File: src/rtl/counter_pkg.sv
// -----------------------------------------------------------------------------
// counter_pkg
// Shared definitions for the up/down counter primitive.
//   DIR_UP / DIR_DOWN : encodings of the dir input.
//   eff_mod()         : effective modulus M (MODULUS, or 2^WIDTH when 0).
//                       The caller truncates the result to WIDTH+1 bits,
//                       which is always wide enough to hold 2^WIDTH.
// -----------------------------------------------------------------------------
package counter_pkg;

  localparam logic DIR_UP   = 1'b1;
  localparam logic DIR_DOWN = 1'b0;

  function automatic longint unsigned eff_mod(input int width, input int modulus);
    if (modulus == 0)
      return 64'd1 << width;
    else
      return longint'(modulus);
  endfunction

endpackage : counter_pkg

File: src/rtl/updown_counter_if.sv
// -----------------------------------------------------------------------------
// updown_counter_if
// Control and status bundle of the up/down counter.
//   master : drives clear, load, preset, en, dir, step; observes status.
//   slave  : the counter itself; drives out, wrap, err, at_max, at_min.
// clk and reset are kept as plain module ports, outside this bundle.
// -----------------------------------------------------------------------------
interface updown_counter_if #(
  parameter int WIDTH  = 8,
  parameter int STEP_W = 4
);

  logic              clear;
  logic              load;
  logic [WIDTH-1:0]  preset;
  logic              en;
  logic              dir;
  logic [STEP_W-1:0] step;
  logic [WIDTH-1:0]  out;
  logic              wrap;
  logic              err;
  logic              at_max;
  logic              at_min;

  modport master (
    output clear, load, preset, en, dir, step,
    input  out, wrap, err, at_max, at_min
  );

  modport slave (
    input  clear, load, preset, en, dir, step,
    output out, wrap, err, at_max, at_min
  );

endinterface : updown_counter_if

File: src/rtl/counter_next.sv
// -----------------------------------------------------------------------------
// counter_next
// Combinational next-count calculation for one enabled counting cycle.
//   cur      in  WIDTH   current count (0..M-1)
//   dir      in  1       1 = up, 0 = down
//   step     in  STEP_W  increment magnitude
//   mode     in  1       0 = wrap, 1 = saturate
//   next_val out WIDTH   count after this step
//   wrap_evt out 1       range end crossed (wrapped or clamped)
//   step_err out 1       step >= M; next_val then equals cur
// A step of 0 also leaves the count unchanged and raises no event.
// -----------------------------------------------------------------------------
module counter_next
  import counter_pkg::*;
#(
  parameter int             WIDTH  = 8,
  parameter int             STEP_W = 4,
  parameter logic [WIDTH:0] M      = {1'b1, {WIDTH{1'b0}}}
) (
  input  logic [WIDTH-1:0]  cur,
  input  logic              dir,
  input  logic [STEP_W-1:0] step,
  input  logic              mode,
  output logic [WIDTH-1:0]  next_val,
  output logic              wrap_evt,
  output logic              step_err
);

  // Internal arithmetic width: covers both operands plus a carry bit so
  // that out+step and out+M never overflow.
  localparam int CW = ((WIDTH > STEP_W) ? WIDTH : STEP_W) + 2;

  logic [CW-1:0] cur_x;
  logic [CW-1:0] stp_x;
  logic [CW-1:0] mod_x;
  logic [CW-1:0] sum_x;
  logic [CW-1:0] res_x;

  assign cur_x = CW'(cur);
  assign stp_x = CW'(step);
  assign mod_x = CW'(M);
  assign sum_x = cur_x + stp_x;

  always_comb begin
    res_x    = cur_x;
    wrap_evt = 1'b0;
    step_err = (stp_x >= mod_x);

    if (!step_err && (stp_x != '0)) begin
      if (dir == DIR_UP) begin
        if (sum_x >= mod_x) begin
          wrap_evt = 1'b1;
          res_x    = mode ? (mod_x - CW'(1)) : (sum_x - mod_x);
        end else begin
          res_x = sum_x;
        end
      end else begin
        if (stp_x > cur_x) begin
          wrap_evt = 1'b1;
          res_x    = mode ? '0 : (cur_x + mod_x - stp_x);
        end else begin
          res_x = cur_x - stp_x;
        end
      end
    end
  end

  // Result is always below M, so the upper bits are zero by construction.
  assign next_val = res_x[WIDTH-1:0];

endmodule : counter_next

File: src/rtl/updown_counter.sv
// -----------------------------------------------------------------------------
// updown_counter
// General counter primitive: synchronous clear/load, up/down counting with a
// programmable step, arbitrary modulus, wrap or saturate at the range ends.
//   clk    in  clock, rising edge
//   reset  in  asynchronous, active-high; clears out, wrap, err
//   bus    slave side of updown_counter_if:
//          clear, load, preset, en, dir, step  -> controls (clear > load > en)
//          out, wrap, err                      <- registered status
//          at_max, at_min                      <- decoded from out
// MODULUS must be 0 (meaning 2^WIDTH) or in 2..2^WIDTH.
// -----------------------------------------------------------------------------
module updown_counter
  import counter_pkg::*;
#(
  parameter int WIDTH    = 8,
  parameter int MODULUS  = 0,
  parameter int SATURATE = 0,
  parameter int STEP_W   = 4
) (
  input  logic             clk,
  input  logic             reset,
  updown_counter_if.slave  bus
);

  localparam logic [WIDTH:0]   M       = (WIDTH+1)'(eff_mod(WIDTH, MODULUS));
  localparam logic [WIDTH-1:0] MAX_VAL = WIDTH'(M - 1'b1);
  localparam logic             MODE    = (SATURATE != 0);

  logic [WIDTH-1:0] out_q, out_d;
  logic             wrap_q, wrap_d;
  logic             err_q, err_d;

  logic [WIDTH-1:0] step_val;
  logic             step_wrap;
  logic             step_err;

  counter_next #(
    .WIDTH  (WIDTH),
    .STEP_W (STEP_W),
    .M      (M)
  ) u_next (
    .cur      (out_q),
    .dir      (bus.dir),
    .step     (bus.step),
    .mode     (MODE),
    .next_val (step_val),
    .wrap_evt (step_wrap),
    .step_err (step_err)
  );

  // Priority mux; flags default to 0 so they are single-cycle pulses.
  always_comb begin
    out_d  = out_q;
    wrap_d = 1'b0;
    err_d  = 1'b0;
    if (bus.clear) begin
      out_d = '0;
    end else if (bus.load) begin
      if ({1'b0, bus.preset} >= M) begin
        out_d = MAX_VAL;
        err_d = 1'b1;
      end else begin
        out_d = bus.preset;
      end
    end else if (bus.en) begin
      if (step_err) begin
        err_d = 1'b1;
      end else begin
        out_d  = step_val;
        wrap_d = step_wrap;
      end
    end
  end

  always_ff @(posedge clk or posedge reset) begin
    if (reset) begin
      out_q  <= '0;
      wrap_q <= 1'b0;
      err_q  <= 1'b0;
    end else begin
      out_q  <= out_d;
      wrap_q <= wrap_d;
      err_q  <= err_d;
    end
  end

  assign bus.out    = out_q;
  assign bus.wrap   = wrap_q;
  assign bus.err    = err_q;
  assign bus.at_max = (out_q == MAX_VAL);
  assign bus.at_min = (out_q == '0);

endmodule : updown_counter

File: src/flat_wrapper.sv
// flat-port wrapper written by rule: the top's interface ports become plain ports
module updown_counter_flat import counter_pkg::*;
#(
  parameter int WIDTH    = 8,
  parameter int MODULUS  = 0,
  parameter int SATURATE = 0,
  parameter int STEP_W   = 4
)
  (clk, reset, bus_clear, bus_load, bus_preset, bus_en, bus_dir, bus_step, bus_out, bus_wrap, bus_err, bus_at_max, bus_at_min);
  updown_counter_if #(.WIDTH(WIDTH), .STEP_W(STEP_W)) bus_i ();
  input  logic clk;
  input  logic reset;
  input wire logic [$bits(bus_i.clear)-1:0] bus_clear;
  input wire logic [$bits(bus_i.load)-1:0] bus_load;
  input wire logic [$bits(bus_i.preset)-1:0] bus_preset;
  input wire logic [$bits(bus_i.en)-1:0] bus_en;
  input wire logic [$bits(bus_i.dir)-1:0] bus_dir;
  input wire logic [$bits(bus_i.step)-1:0] bus_step;
  output wire logic [$bits(bus_i.out)-1:0] bus_out;
  output wire logic [$bits(bus_i.wrap)-1:0] bus_wrap;
  output wire logic [$bits(bus_i.err)-1:0] bus_err;
  output wire logic [$bits(bus_i.at_max)-1:0] bus_at_max;
  output wire logic [$bits(bus_i.at_min)-1:0] bus_at_min;
  assign bus_i.clear = bus_clear;
  assign bus_i.load = bus_load;
  assign bus_i.preset = bus_preset;
  assign bus_i.en = bus_en;
  assign bus_i.dir = bus_dir;
  assign bus_i.step = bus_step;
  assign bus_out = bus_i.out;
  assign bus_wrap = bus_i.wrap;
  assign bus_err = bus_i.err;
  assign bus_at_max = bus_i.at_max;
  assign bus_at_min = bus_i.at_min;
  updown_counter #(.WIDTH(WIDTH), .MODULUS(MODULUS), .SATURATE(SATURATE), .STEP_W(STEP_W)) u_core (.clk(clk), .reset(reset), .bus(bus_i));
endmodule
File: config.mk
export PLATFORM = sky130hd
export DESIGN_NAME = updown_counter_flat
export DESIGN_NICKNAME = d
export VERILOG_FILES = /design/src/rtl/counter_pkg.sv /design/src/rtl/updown_counter_if.sv /design/src/rtl/counter_next.sv /design/src/rtl/updown_counter.sv /design/src/flat_wrapper.sv
export SDC_FILE = /design/constraint.sdc
export NUM_CORES = 1
export LEC_CHECK = 0
export ABC_CLOCK_PERIOD_IN_PS = 4600
export CORE_MARGIN = 2
export CORE_UTILIZATION = 40
export CTS_BUF_LIST = sky130_fd_sc_hd__clkbuf_2 sky130_fd_sc_hd__clkbuf_4 sky130_fd_sc_hd__clkbuf_8
export CTS_CLUSTER_DIAMETER = 80
export DETAILED_ROUTE_END_ITERATION = 6
export PLACE_DENSITY_LB_ADDON = 0.12
export SLEW_MARGIN = 10
export SYNTH_ARGS = -nofsm -noshare
export SYNTH_HDL_FRONTEND = slang
export SYNTH_HIERARCHICAL = 1
export SYNTH_SLANG_ARGS = --single-unit
File: constraint.sdc
create_clock -name clk -period 4.6 [get_ports clk]
set_clock_uncertainty 0.2 [all_clocks]
set_input_delay 0.69 -clock clk [delete_from_list [all_inputs] [get_ports clk]]
set_output_delay 0.69 -clock clk [all_outputs]
set_load 0.05 [all_outputs]
After elaboration in Yosys (flattened, before gate mapping)
Cells that the tools add are included.

word-level totals
  output and inout port bits = 12
  logic and storage cells = 40
  flip-flop bits (word level) = 10
  input bits = 18

cells by class
  magnitude comparators = 3
  eq/ne operators = 2
  $add $sub $neg = 5
  muxes and demuxes = 20
  reductions and logical operators = 7

operators with widths
  kind                                                                    count
  8-bit 2-to-1 mux                                                        8
  8-bit by 4-bit subtractor with 8-bit output                             2
  1-bit 2-to-1 mux                                                        12
  10-bit nonzero test                                                     1
  8-bit by 4-bit adder with 9-bit output                                  1
  4-bit by 9-bit >= comparator with 1-bit output (second input constant)  1
  9-bit >= comparator (second input constant)                             1
  8-bit by 1-bit adder with 8-bit output (second input constant)          1
  8-bit equality test (second input constant)                             1
  4-bit by 8-bit > comparator with 1-bit output                           1
  8-bit logical NOT                                                       1
  8-bit by 1-bit subtractor with 8-bit output (second input constant)     1
  3-bit nonzero test                                                      2
  3-bit != test (second input constant)                                   1
  3-bit AND reduction                                                     1
  1-bit logical AND                                                       1
  1-bit logical NOT                                                       1

Longest topological paths before layout
Gate-level depths: netlist of the first run.

  word-level depth = 9
  mapped depth = 12

Hierarchy
The synthesis of the first run kept the hierarchy.

by module, submodules not included
  module          instances  area each (um^2)  cells an instance
  counter_next    1          809.5             120
  updown_counter  1          600.6             49

Worst setup path before layout of the first run
No wires, ideal clock.

  path type = register -> register
  start = register u_core.out_q[0], in the netlist u_core/bus.out[0]
  end = register u_core.out_q[3], in the netlist u_core/bus.out[3]
  clock period less this slack = 2923 ps
  required time = 4275 ps
  slack = 1677 ps
  arrival = 2598 ps
  stages on the path, launching flop included = 13
  path buffers = 0
  setup time = 125 ps
  path through = dfrtp_1 -> inv_1 -> ha_1 -> fa_1 -> nor2b_1 -> o21ai_2 -> nand2_2 -> o21bai_1 -> o311ai_1 -> a21oi_1 -> mux2i_1 -> nor2_1 -> mux2_4

between the ends
  cells in the longest elaborated chain, start to end = 9
  elaborated cells on any way between the ends = 15
  those cells by class = add/sub (5); order compare (2); mux (8)

ends and longest elaborated chain
  what                                                                                              line                                    source
  start: declaration                                                                                updown_counter.sv:30                    logic [WIDTH-1:0] out_q, out_d;
  start signal: assignment                                                                          updown_counter.sv:82                    out_q <= out_d;
  8-bit by 1-bit adder with 8-bit output or 8-bit by 4-bit adder with 9-bit output (tied branches)  counter_next.sv:60, counter_next.sv:42
  8-bit by 4-bit subtractor with 8-bit output (tied with other cells)                               counter_next.sv:60                      res_x = mode ? '0 : (cur_x + mod_x - stp_x);
  8-bit 2-to-1 mux (on tied branches)                                                               counter_next.sv:58, counter_next.sv:51
  8-bit 2-to-1 mux (*)                                                                              counter_next.sv:50                      if (dir == DIR_UP) begin
  8-bit 2-to-1 mux (*)                                                                              counter_next.sv:49                      if (!step_err && (stp_x != '0)) begin
  named net u_core.step_val[3]                                                                      updown_counter.sv:34                    logic [WIDTH-1:0] step_val;
  8-bit 2-to-1 mux (*)                                                                              updown_counter.sv:67                    if (step_err) begin
  8-bit 2-to-1 mux (*)                                                                              updown_counter.sv:66                    end else if (bus.en) begin
  8-bit 2-to-1 mux (*)                                                                              updown_counter.sv:59                    end else if (bus.load) begin
  8-bit 2-to-1 mux (*)                                                                              updown_counter.sv:57                    if (bus.clear) begin

The timed path passes the listed nets; every way through them passes the cells marked *. The select of a mux whose other input is x is not followed.
A chain may end at the register's enable or synchronous reset.

Worst setup path after layout of the first run
  start = input bus_step[2]
  end = register u_core.out_q[3], in the netlist u_core/bus.out[3]

between the ends
  cells in the longest elaborated chain, start to end = 9
  elaborated cells on any way between the ends = 21
  those cells by class = add/sub (4); order compare (3); eq/ne (1); mux (8); reduce/logical (5)

ends and longest elaborated chain
  what                                                                                line                                    source
  start: declaration                                                                  flat_wrapper.sv:18                      input wire logic [$bits(bus_i.step)-1:0] bus_step;
  8-bit by 4-bit adder with 9-bit output                                              counter_next.sv:42                      assign sum_x = cur_x + stp_x;
  8-bit by 1-bit subtractor with 8-bit output or 9-bit >= comparator (tied branches)  counter_next.sv:53, counter_next.sv:51
  8-bit 2-to-1 mux                                                                    counter_next.sv:51                      if (sum_x >= mod_x) begin
  8-bit 2-to-1 mux (*)                                                                counter_next.sv:50
  8-bit 2-to-1 mux (*)                                                                counter_next.sv:49
  named net u_core.step_val[3]                                                        updown_counter.sv:34
  8-bit 2-to-1 mux (*)                                                                updown_counter.sv:67
  8-bit 2-to-1 mux (*)                                                                updown_counter.sv:66
  8-bit 2-to-1 mux (*)                                                                updown_counter.sv:59
  8-bit 2-to-1 mux (*)                                                                updown_counter.sv:57

Marked as above.

==> reports/qor.txt, run 1 <==
Most numerous cell in the Yosys netlist = nor2_1
Final Hold Fails = 0
Synth Cell Area = 1410 um2
Post-DP HPWL = 2934 um
Fmax = 289.3 MHz
Global-route wire length before repair = 6292 um
List of most frequent post-synthesis cells = nor2_1, inv_1, a21oi_1
Sequential power share = 25.5%
Worst path arrival time = 3.41 ns
Worst Path Max Fanout = 10
Sw Ratio = 45.74%
Cell area after layout = 1785 um2
Setup TNS = 0 ns
DRC viols = 0
Gr usage total = 19.50%
Gpl congestion = 0.8797
EDFF count, synth = 0
Placed Area = 1749 um2
Vias in the first global route = 1383
Area delta synth->final = 26.62%
Sequential element share of the synthesized area = 17.75%
Critical Path RT = 4.55 ns
Total Nets Final = 233
Peak supply drop = 0.0001539 V
Storage cell area = 250.2 um2
Initial Utilization = 41.93%
RSZ-0062 raised after global routing = false
# fillers = 343
Setup violations, final = 0
CTS tree = done
P_sw = 228.0 uW
Synthesized area per cell = 8.344 um2
I/O Buffers = 29
Largest net degree at the start of global routing = 18
Num rows = 21
First-iteration detailed-routing DRC count = 62
Final core utilization = 53.09%
Die Ht = 63.38 um
Core footprint = 3363 um2
Max_slew headroom = 57.50%
Final-report max-slew violation count = 0
Largest cells by area after synthesis = dfrtp_1, mux2_4, ha_1, nor2_1, mux2i_1
Ys Warns = 6
Antenna-violating nets left = 0
Post-CTS Resized = 0
CTS Buf Count = 3
WL final = 3809 um
Area of the multi-input gates = 1095 um2
Die Footprint = 4016 um2
GRT Residual Overflow = 0
Crit start category = primary input
Mapped Cells = 169
Yosys top cell by area = dfrtp_1
Die X = 63.38 um
Synth top area share = 17.75%
Hold-fix buffers, CTS = 0
Worst-Margin Slew = 0.6354 ns
Max-Cap Viols = 0
Root Buffer = clkbuf_4
Vias = 1392
Routed wire per std cell = 15.30 um
Clk_lat worst skew = 0.27 ns
IO Pins = 30
Clock-pin slew on the worst setup and hold paths = 0.07 ns
Status = finished clean
Power per cell area = 279.1 nW/um2
Minimum clock period after layout = 3.457 ns
Diode count = 0
Crit path kind = in2reg
Post-Place Setup Slack = 0.8777 ns
H-tree depth = 1
Logic pwr share = 58.7%
Leak pwr = 0.0007715 uW
DRT Pass-1 Iters = 4
Final WS setup = 1.143 ns
Vias/cell = 5.590
Share of layout cells above drive strength 1 = 10.84%
Fin crit share = 75.14%
FF+latch count, synth = 10
Clk buf depth = 2
Int Power = 270.4 uW
Postcts setup bufs = 0
Clock network power share = 15.8%
Initial antenna violation count = 0
Sink Count = 10
Crit end category = register
Worst min-delay path class = reg2reg
Dominant synthesized flop cell = dfrtp_1
Cell variety after synth = 54
FFs w/ async S/R, synth = 100.0%
[cell families after synthesis]
logic type	Yosys count	synth area share [%]
buffers and inverters	20	6.477
AO/OA/AOI/OAI	52	25.38
multiplexers	16	14.20
flip-flops	10	17.75
other	2	0.5326
AND/OR/NAND/NOR	55	22.98
adder cells (fa/ha/maj)	11	10.83
XOR/XNOR	3	1.864
[cell usage in the layout (no fill, tap or decap), types with 4 or more instances in the layout]
master           netlist  layout
nor2_1                22      22
mux2i_1                8       8
dfrtp_1               10      10
a21oi_1               12      12
nand4_1                4       4
clkdlybuf4s50_1        0      29
ha_1                   9       9
o21ai_1                4       4
conb_1                 2       9
o21ai_0                6       6
inv_1                 13      13
a31oi_1                4       4
mux2_4                 8       8
nor2b_1                4       4
nand2_1                5       5
[power by group through the flow]
stage,logic [uW],clock network [uW],registers (uW)
2_1_floorplan,183,0,151
4_1_cts,289,81.9,127
5_1_grt,318,86.1,130
3_3_place_gp,285,0,127
6_report,293,79.0,127
3_5_place_dp,288,0,128
[flip-flops by register name (all words and copies together) (netlist names)]
signal / count
u_core/bus.out: 8
u_core/bus.err: 1
u_core/bus.wrap: 1
[per-stage QoR]
| stage | instances | total power [uW] | hold WS (ns) |
|---|---|---|---|
| after floorplan | 176 | 334.6 | 0.3302 |
| after global placement | 245 | 411.9 | 0.4732 |
| after detailed placement | 245 | 415.8 | 0.4629 |
| after CTS | 249 | 497.5 | 0.4866 |
| after global routing | 249 | 534.1 | 0.5321 |
| final | 249 | 498.4 | 0.4767 |
[path summary, 6_finish.rpt]
check                                              startpoint                             to  slack, ns  cells past startpoint
worst min-delay path            u_core/bus.out[0]$_DFFE_PP0P_  u_core/bus.out[0]$_DFFE_PP0P_       0.48                      1
max in group asynchronous                               reset      u_core/bus.wrap$_DFF_PP0_       3.44                      2
min in group asynchronous                               reset  u_core/bus.out[1]$_DFFE_PP0P_       0.49                      2
worst max register to register  u_core/bus.out[0]$_DFFE_PP0P_  u_core/bus.out[3]$_DFFE_PP0P_       1.62                     12
worst min register to register  u_core/bus.out[0]$_DFFE_PP0P_  u_core/bus.out[0]$_DFFE_PP0P_       0.48                      1
worst max-delay path                              bus_step[2]  u_core/bus.out[3]$_DFFE_PP0P_       1.14                     12
[per-layer routing]
layer,track usage [%],vias to the layer above,wire [um]
li1,-,688,-
met1,25.39,655,1753
met2,33.68,47,1823
met3,4.643,2,211
met4,2.174,0,21
met5,0,-,0
[critical path: stages]
cell and delay [ns]:
clkdlybuf4s50_1 0.54, inv_1 0.06, ha_1 0.41, nor2b_1 0.22, o21a_1 0.23, nor3_1 0.39, o21ai_0 0.16, o311ai_1 0.12
a21oi_1 0.13, mux2i_1 0.14, nor2_1 0.06, mux2_4 0.27
[layout make-up]
cell class                      count  share of cell area [%]
Clock buffer                        4                   2.032
Inverter                           13                   2.733
Multi-Input combinational cell    146                   61.32
Sequential cell                    10                   14.02
Tap cell                           46                   3.224
Timing Repair Buffer               30                   16.68
No activity file was read; power rests on OpenSTA's default activity.
==> run 2, diff against run 1 <==
Settings changed: ABC_CLOCK_PERIOD_IN_PS 4600 to 3350.
Clock period 4.6 ns to 3.35 ns, I/O delays scaled along.
==> run 2 against run 1 <==
Net effect: non-clock buffer count grew 12; critical endpoint unchanged; register-to-register slack worse by 1.2 ns; combinational power increased by 53%; final cell count grew 4.4%; worst hold slack got worse by 0.16 ns; total power up 38%; count of clock-buffer cells in the layout fell by 1; sequential cell count unchanged.
==> reports/qor.txt, run 2 (synthesis results as in run 1) <==
Fmax = 313.9 MHz
Global-route wire length before repair = 6603 um (was 6292 um)
I/O Buffers = 29 (unchanged)
Die X = 63.38 um (unchanged)
Vias in the first global route = 1390 (was 1383)
DRC viols = 0 (unchanged)
DRT Pass-1 Iters = 4 (unchanged)
Worst Setup EP = u_core/bus.out[3]$_DFFE_PP0P_ (unchanged)
Sink Count = 10 (unchanged)
Int Power = 368.7 uW (was 270.4 uW)
Antenna-violating nets left = 0 (unchanged)
P_sw = 321.5 uW (was 228.0 uW)
Crit path kind = in2reg (unchanged)
Vias = 1468 (was 1392)
Vias/cell = 5.646 (was 5.590)
Clk_lat worst skew = 0.27 ns (about the same)
Status = finished clean (unchanged)
RSZ-0062 raised after global routing = false (unchanged)
CTS tree = done (unchanged)
Gpl congestion = 0.9220 (was 0.8797)
Initial antenna violation count = 0 (unchanged)
Sw Ratio = 46.58% (was 45.74%)
Max FFs per register = 8 (unchanged)
Worst min-delay path class = in2async (was reg2reg)
H-tree depth = 1 (unchanged)
Core footprint = 3363 um2 (unchanged)
Reg2Reg Launch Point = u_core/bus.out[1]$_DFFE_PP0P_ (was u_core/bus.out[0]$_DFFE_PP0P_)
Max_slew headroom = 54.94% (was 57.50%)
Most frequent cells in the layout = clkdlybuf4s50_1, nor2_1, buf_4, inv_1, a21oi_1 (was clkdlybuf4s50_1, nor2_1, inv_1)
IO Pins = 30 (unchanged)
Max-Cap Viols = 0 (unchanged)
Post-Place Setup Slack = -0.1123 ns (was 0.8777 ns)
Clock network power share = 11.8% (was 15.8%)
Worst-Margin Slew = 0.6739 ns (was 0.6354 ns)
GRT Residual Overflow = 0 (unchanged)
Hold-fix buffers, CTS = 0 (unchanged)
Die Footprint = 4016 um2 (unchanged)
FF-to-FF End = u_core/bus.out[3]$_DFFE_PP0P_ (unchanged)
Initial Utilization = 41.93% (unchanged)
Final WS setup = 0.1642 ns (was 1.143 ns)
Fin crit share = 95.10%
Setup violations, final = 0 (unchanged)
Worst Path Max Fanout = 5 (was 10)
Share of layout cells above drive strength 1 = 15.89% (was 10.84%)
Power per cell area = 369.7 nW/um2 (was 279.1 nW/um2)
Num rows = 21 (unchanged)
Crit end category = register (unchanged)
WL final = 4098 um (was 3809 um)
Postcts setup bufs = 0 (unchanged)
Post-DP HPWL = 3218 um (was 2934 um)
Minimum clock period after layout = 3.186 ns
Total Nets Final = 245 (was 233)
R2R cell count = 11 (was 12)
Cell area after layout = 1867 um2 (was 1785 um2)
CTS Buf Count = 3 (unchanged)
Total chip power = 690.2 uW (was 498.4 uW)
R2R Setup Slk = 0.44 ns (was 1.62 ns)
Gr usage total = 21.00% (was 19.50%)
Sequential power share = 23.4% (was 25.5%)
Worst path arrival time = 3.14 ns (was 3.41 ns)
Routed wire per std cell = 15.76 um (was 15.30 um)
Largest net degree at the start of global routing = 14 (was 18)
Crit start category = primary input (unchanged)
Clock-pin slew on the worst setup and hold paths = 0.06 ns (was 0.07 ns)
Final core utilization = 55.51% (was 53.09%)
First-iteration detailed-routing DRC count = 64 (was 62)
Die Ht = 63.38 um (unchanged)
Most common cell after layout, fill and taps aside = clkdlybuf4s50_1 (unchanged)
Final Hold Fails = 0 (unchanged)
Hold Worst Slack = 0.3142 ns (was 0.4767 ns)
Peak supply drop = 0.0001686 V (was 0.0001539 V)
Logic pwr share = 64.8% (was 58.7%)
Diode count = 0 (unchanged)
Root Buffer = clkbuf_4 (unchanged)
Placed Area = 1839 um2 (was 1749 um2)
Setup crit start = bus_step[0] (was bus_step[2])
Final-report max-slew violation count = 0 (unchanged)
Leak pwr = 0.0008265 uW (was 0.0007715 uW)
Post-CTS Resized = 0 (unchanged)
Area delta synth->final = 32.39% (was 26.62%)
Clk buf depth = 2 (unchanged)
Critical Path RT = 3.30 ns (was 4.55 ns)
[run 2: per-layer routing]
metal,part of all wire (%),GRT usage (%)
met3,5.0,4.107
met1,45,26.72
met2,49,35.66
met4,1.3,6.522
met5,0,0
[run 2: how the worst min path moves through the flow]
stage	start	end	cells past startpoint
finish	reset	u_core/bus.out[4]$_DFFE_PP0P_	2
global route	reset	u_core/bus.out[7]$_DFFE_PP0P_	2
CTS	reset	u_core/bus.wrap$_DFF_PP0_	2
detailed placement	u_core/bus.out[4]$_DFFE_PP0P_	u_core/bus.out[4]$_DFFE_PP0P_	1
global placement	u_core/bus.out[4]$_DFFE_PP0P_	u_core/bus.out[4]$_DFFE_PP0P_	1
floorplan	reset	u_core/bus.err$_DFF_PP0_	1
[run 2: area by class of cell]
type | instances | area (um2)
sequential | 10 | 250.2
inverter | 13 | 48.80
fill | 344 | 1496
tap | 46 | 57.56
multi-input combinational | 146 | 1100
clock buffer | 3 | 22.52
timing repair buffer | 42 | 387.9
[run 2: metrics by stage]
| stage | cells | TNS, ns |
|---|---|---|
| detailed placement | 257 | -0.1386 |
| CTS | 260 | 0 |
| floorplan | 176 | 0 |
| global placement | 257 | -0.01732 |
| global route | 260 | 0 |
| finish | 260 | 0 |
[run 2: worst max-delay path, cell delays in order]
cell	delay (ns)
clkdlybuf4s50_1	0.49
ha_1	0.26
fa_1	0.42
nor2b_1	0.24
o21ai_2	0.12
nand2_2	0.11
o21bai_1	0.09
o311ai_1	0.28
a21oi_1	0.15
mux2i_1	0.15
nor2_1	0.06
mux2_4	0.27
[run 2: power groups by stage]
stage	clock network [uW]	registers, uW	logic [uW]
after global routing	94.8	165	481
final	81.3	162	447
after global placement	0	164	429
after detailed placement	0	164	438
after CTS	86.4	162	440
after floorplan	0	208	252
==> run 3, diff against run 2 <==
Settings changed: CORE_MARGIN 2 to 4, SKIP_CTS_REPAIR_TIMING set to 1.
==> run 3 against run 2 <==
Net effect: critical path depth did not move; register-to-register slack improved by 0.06 ns; first-iteration DRC count rose by 38%; via count fell by 2.2%; highest routed layer unchanged.
==> reports/qor.txt, run 3 (synthesis results as in run 1) <==
Setup TNS = 0 ns (unchanged)
Crit-path slowest cell = clkdlybuf4s50_1 (unchanged)
I/O Buffers = 29 (unchanged)
Sw Ratio = 46.02% (was 46.58%)
Placed Area = 1832 um2 (was 1839 um2)
Vias/cell = 5.541 (was 5.646)
WL final = 3945 um (was 4098 um)
Worst Path Max Fanout = 5 (unchanged)
Largest net degree at the start of global routing = 17 (was 14)
Clk buf depth = 2 (unchanged)
Most frequent cells in the layout = clkdlybuf4s50_1, nor2_1, inv_1 (was clkdlybuf4s50_1, nor2_1, buf_4, inv_1, a21oi_1)
Critical Path RT = 3.30 ns (about the same)
Crit path kind = in2reg (unchanged)
Status = finished clean (unchanged)
Root Buffer = clkbuf_4 (unchanged)
CP peak stage delay = 0.49 ns (about the same)
Most common cell after layout, fill and taps aside = clkdlybuf4s50_1 (unchanged)
CP Cell Sequence = clkdlybuf4s50_1 > ha_1 > fa_1 > nor2b_1 > o21ai_2 > nand2_2 > o21bai_1 > o311ai_1 > a21oi_1 > mux2i_1 > nor2_1 > mux2_4 (unchanged)
Int Power = 368.2 uW (was 368.7 uW)
Diode count = 0 (unchanged)
Max-Cap Viols = 0 (unchanged)
Die Footprint = 4539 um2 (was 4016 um2)
CTS tree = done (unchanged)
H-tree depth = 1 (unchanged)
Logic pwr share = 64.7% (was 64.8%)
Final Hold Fails = 0 (unchanged)
Worst path arrival time = 3.05 ns (was 3.14 ns)
Total Nets Final = 244 (was 245)
GRT Residual Overflow = 0 (unchanged)
DRT Pass-1 Iters = 4 (unchanged)
Final-report max-slew violation count = 0 (unchanged)
Gr usage total = 18.86% (was 21.00%)
Power per cell area = 367.8 nW/um2 (was 369.7 nW/um2)
Cell area after layout = 1854 um2 (was 1867 um2)
Setup violations, final = 0 (unchanged)
Initial Utilization = 41.93% (unchanged)
Clock-pin slew on the worst setup and hold paths = 0.06 ns (about the same)
Worst min-delay path class = in2async (unchanged)
Max_slew headroom = 55.90% (was 54.94%)
Core footprint = 3363 um2 (unchanged)
Cell family with most CP delay = adder cells (unchanged)
Fin crit share = 92.70% (was 95.10%)
Peak supply drop = 0.0002074 V (was 0.0001686 V)
Crit start category = primary input (unchanged)
Antenna-violating nets left = 0 (unchanged)
Die X = 67.38 um (was 63.38 um)
Num rows = 21 (unchanged)
Fmax = 322.0 MHz (was 313.9 MHz)
Sequential power share = 23.6% (was 23.4%)
Crit end category = register (unchanged)
CTS Buf Count = 3 (unchanged)
Minimum clock period after layout = 3.105 ns (was 3.186 ns)
Initial antenna violation count = 0 (unchanged)
Die Ht = 67.38 um (was 63.38 um)
Clk_lat worst skew = 0.26 ns (was 0.27 ns)
Vias = 1435 (was 1468)
Final core utilization = 55.13% (was 55.51%)
First-iteration detailed-routing DRC count = 88 (was 64)
Area delta synth->final = 31.50% (was 32.39%)
DRC viols = 0 (unchanged)
Clock network power share = 11.6% (was 11.8%)
FF-to-FF End = u_core/bus.out[3]$_DFFE_PP0P_ (unchanged)
Max FFs per register = 8 (unchanged)
Sink Count = 10 (unchanged)
Worst-Margin Slew = 0.6594 ns (was 0.6739 ns)
R2R cell count = 11 (unchanged)
Worst path bufs/invs = 1 (unchanged)
Leak pwr = 0.0008194 uW (was 0.0008265 uW)
Global-route wire length before repair = 6527 um (was 6603 um)
Total chip power = 682.1 uW (was 690.2 uW)
IO Pins = 30 (unchanged)
Gpl congestion = 0.8663 (was 0.9220)
P_sw = 313.9 uW (was 321.5 uW)
Vias in the first global route = 1410 (was 1390)
Share of layout cells above drive strength 1 = 15.02% (was 15.89%)
Reg2Reg Launch Point = u_core/bus.out[1]$_DFFE_PP0P_ (unchanged)
RSZ-0062 raised after global routing = false (unchanged)
Routed wire per std cell = 15.23 um (was 15.76 um)
Post-DP HPWL = 3205 um (was 3218 um)
R2R Setup Slk = 0.50 ns (was 0.44 ns)
==> run 3: changes by cell type in the layout (fill, tap and decap cells not counted) <==
cell    previous run  this run
buf_4             13        12
nor3_1             2         3
nor3_2             1         0
==> run 3: per-layer routing <==
| metal | global-route usage, % | vias up | wire length (um) |
|---|---|---|---|
| met5 | 0 | - | 0 |
| met4 | 3.544 | 0 | 46 |
| met1 | 24.90 | 672 | 1837 |
| li1 | - | 708 | - |
| met3 | 4.160 | 6 | 207 |
| met2 | 31.66 | 49 | 1854 |
==> run 3: metrics by stage <==
stage	hold WS (ns)	cells	setup slack, ns
after global placement	0.4405	256	-0.02608
after floorplan	0.1427	176	0.4271
after CTS	0.3395	259	0.2411
final	0.3274	259	0.2445
after global routing	0.3608	259	0.05932
after detailed placement	0.4528	256	-0.03803
==> run 3: power groups by stage <==
stage	clock network, uW	registers, uW	logic, uW
floorplan	0	208	252
global placement	0	164	428
detailed placement	0	163	436
CTS	81.8	161	438
global route	92.1	165	479
finish	79.4	161	442
==> run 3: how the worst max path moves through the flow <==
| stage | from | end | slack, ns | depth (start not counted) |
|---|---|---|---|---|
| CTS | bus_step[0] | u_core/bus.out[3]$_DFFE_PP0P_ | 0.24 | 12 |
| detailed placement | bus_step[0] | u_core/bus.out[3]$_DFFE_PP0P_ | -0.04 | 12 |
| finish | bus_step[0] | u_core/bus.out[3]$_DFFE_PP0P_ | 0.24 | 12 |
| global placement | bus_step[0] | u_core/bus.out[3]$_DFFE_PP0P_ | -0.03 | 12 |
| global route | bus_step[0] | u_core/bus.out[5]$_DFFE_PP0P_ | 0.06 | 12 |
| floorplan | u_core/bus.out[0]$_DFFE_PP0P_ | u_core/bus.out[3]$_DFFE_PP0P_ | 0.43 | 12 |
==> run 3: area by class of cell <==
| type | count | area (um2) |
|---|---|---|
| flip-flops and latches | 10 | 250.2 |
| well taps | 46 | 57.56 |
| clock buffers | 3 | 22.52 |
| repair buffers | 41 | 380.4 |
| multi-input cells | 146 | 1095 |
| inverters | 13 | 48.80 |
| fillers | 356 | 1509 |
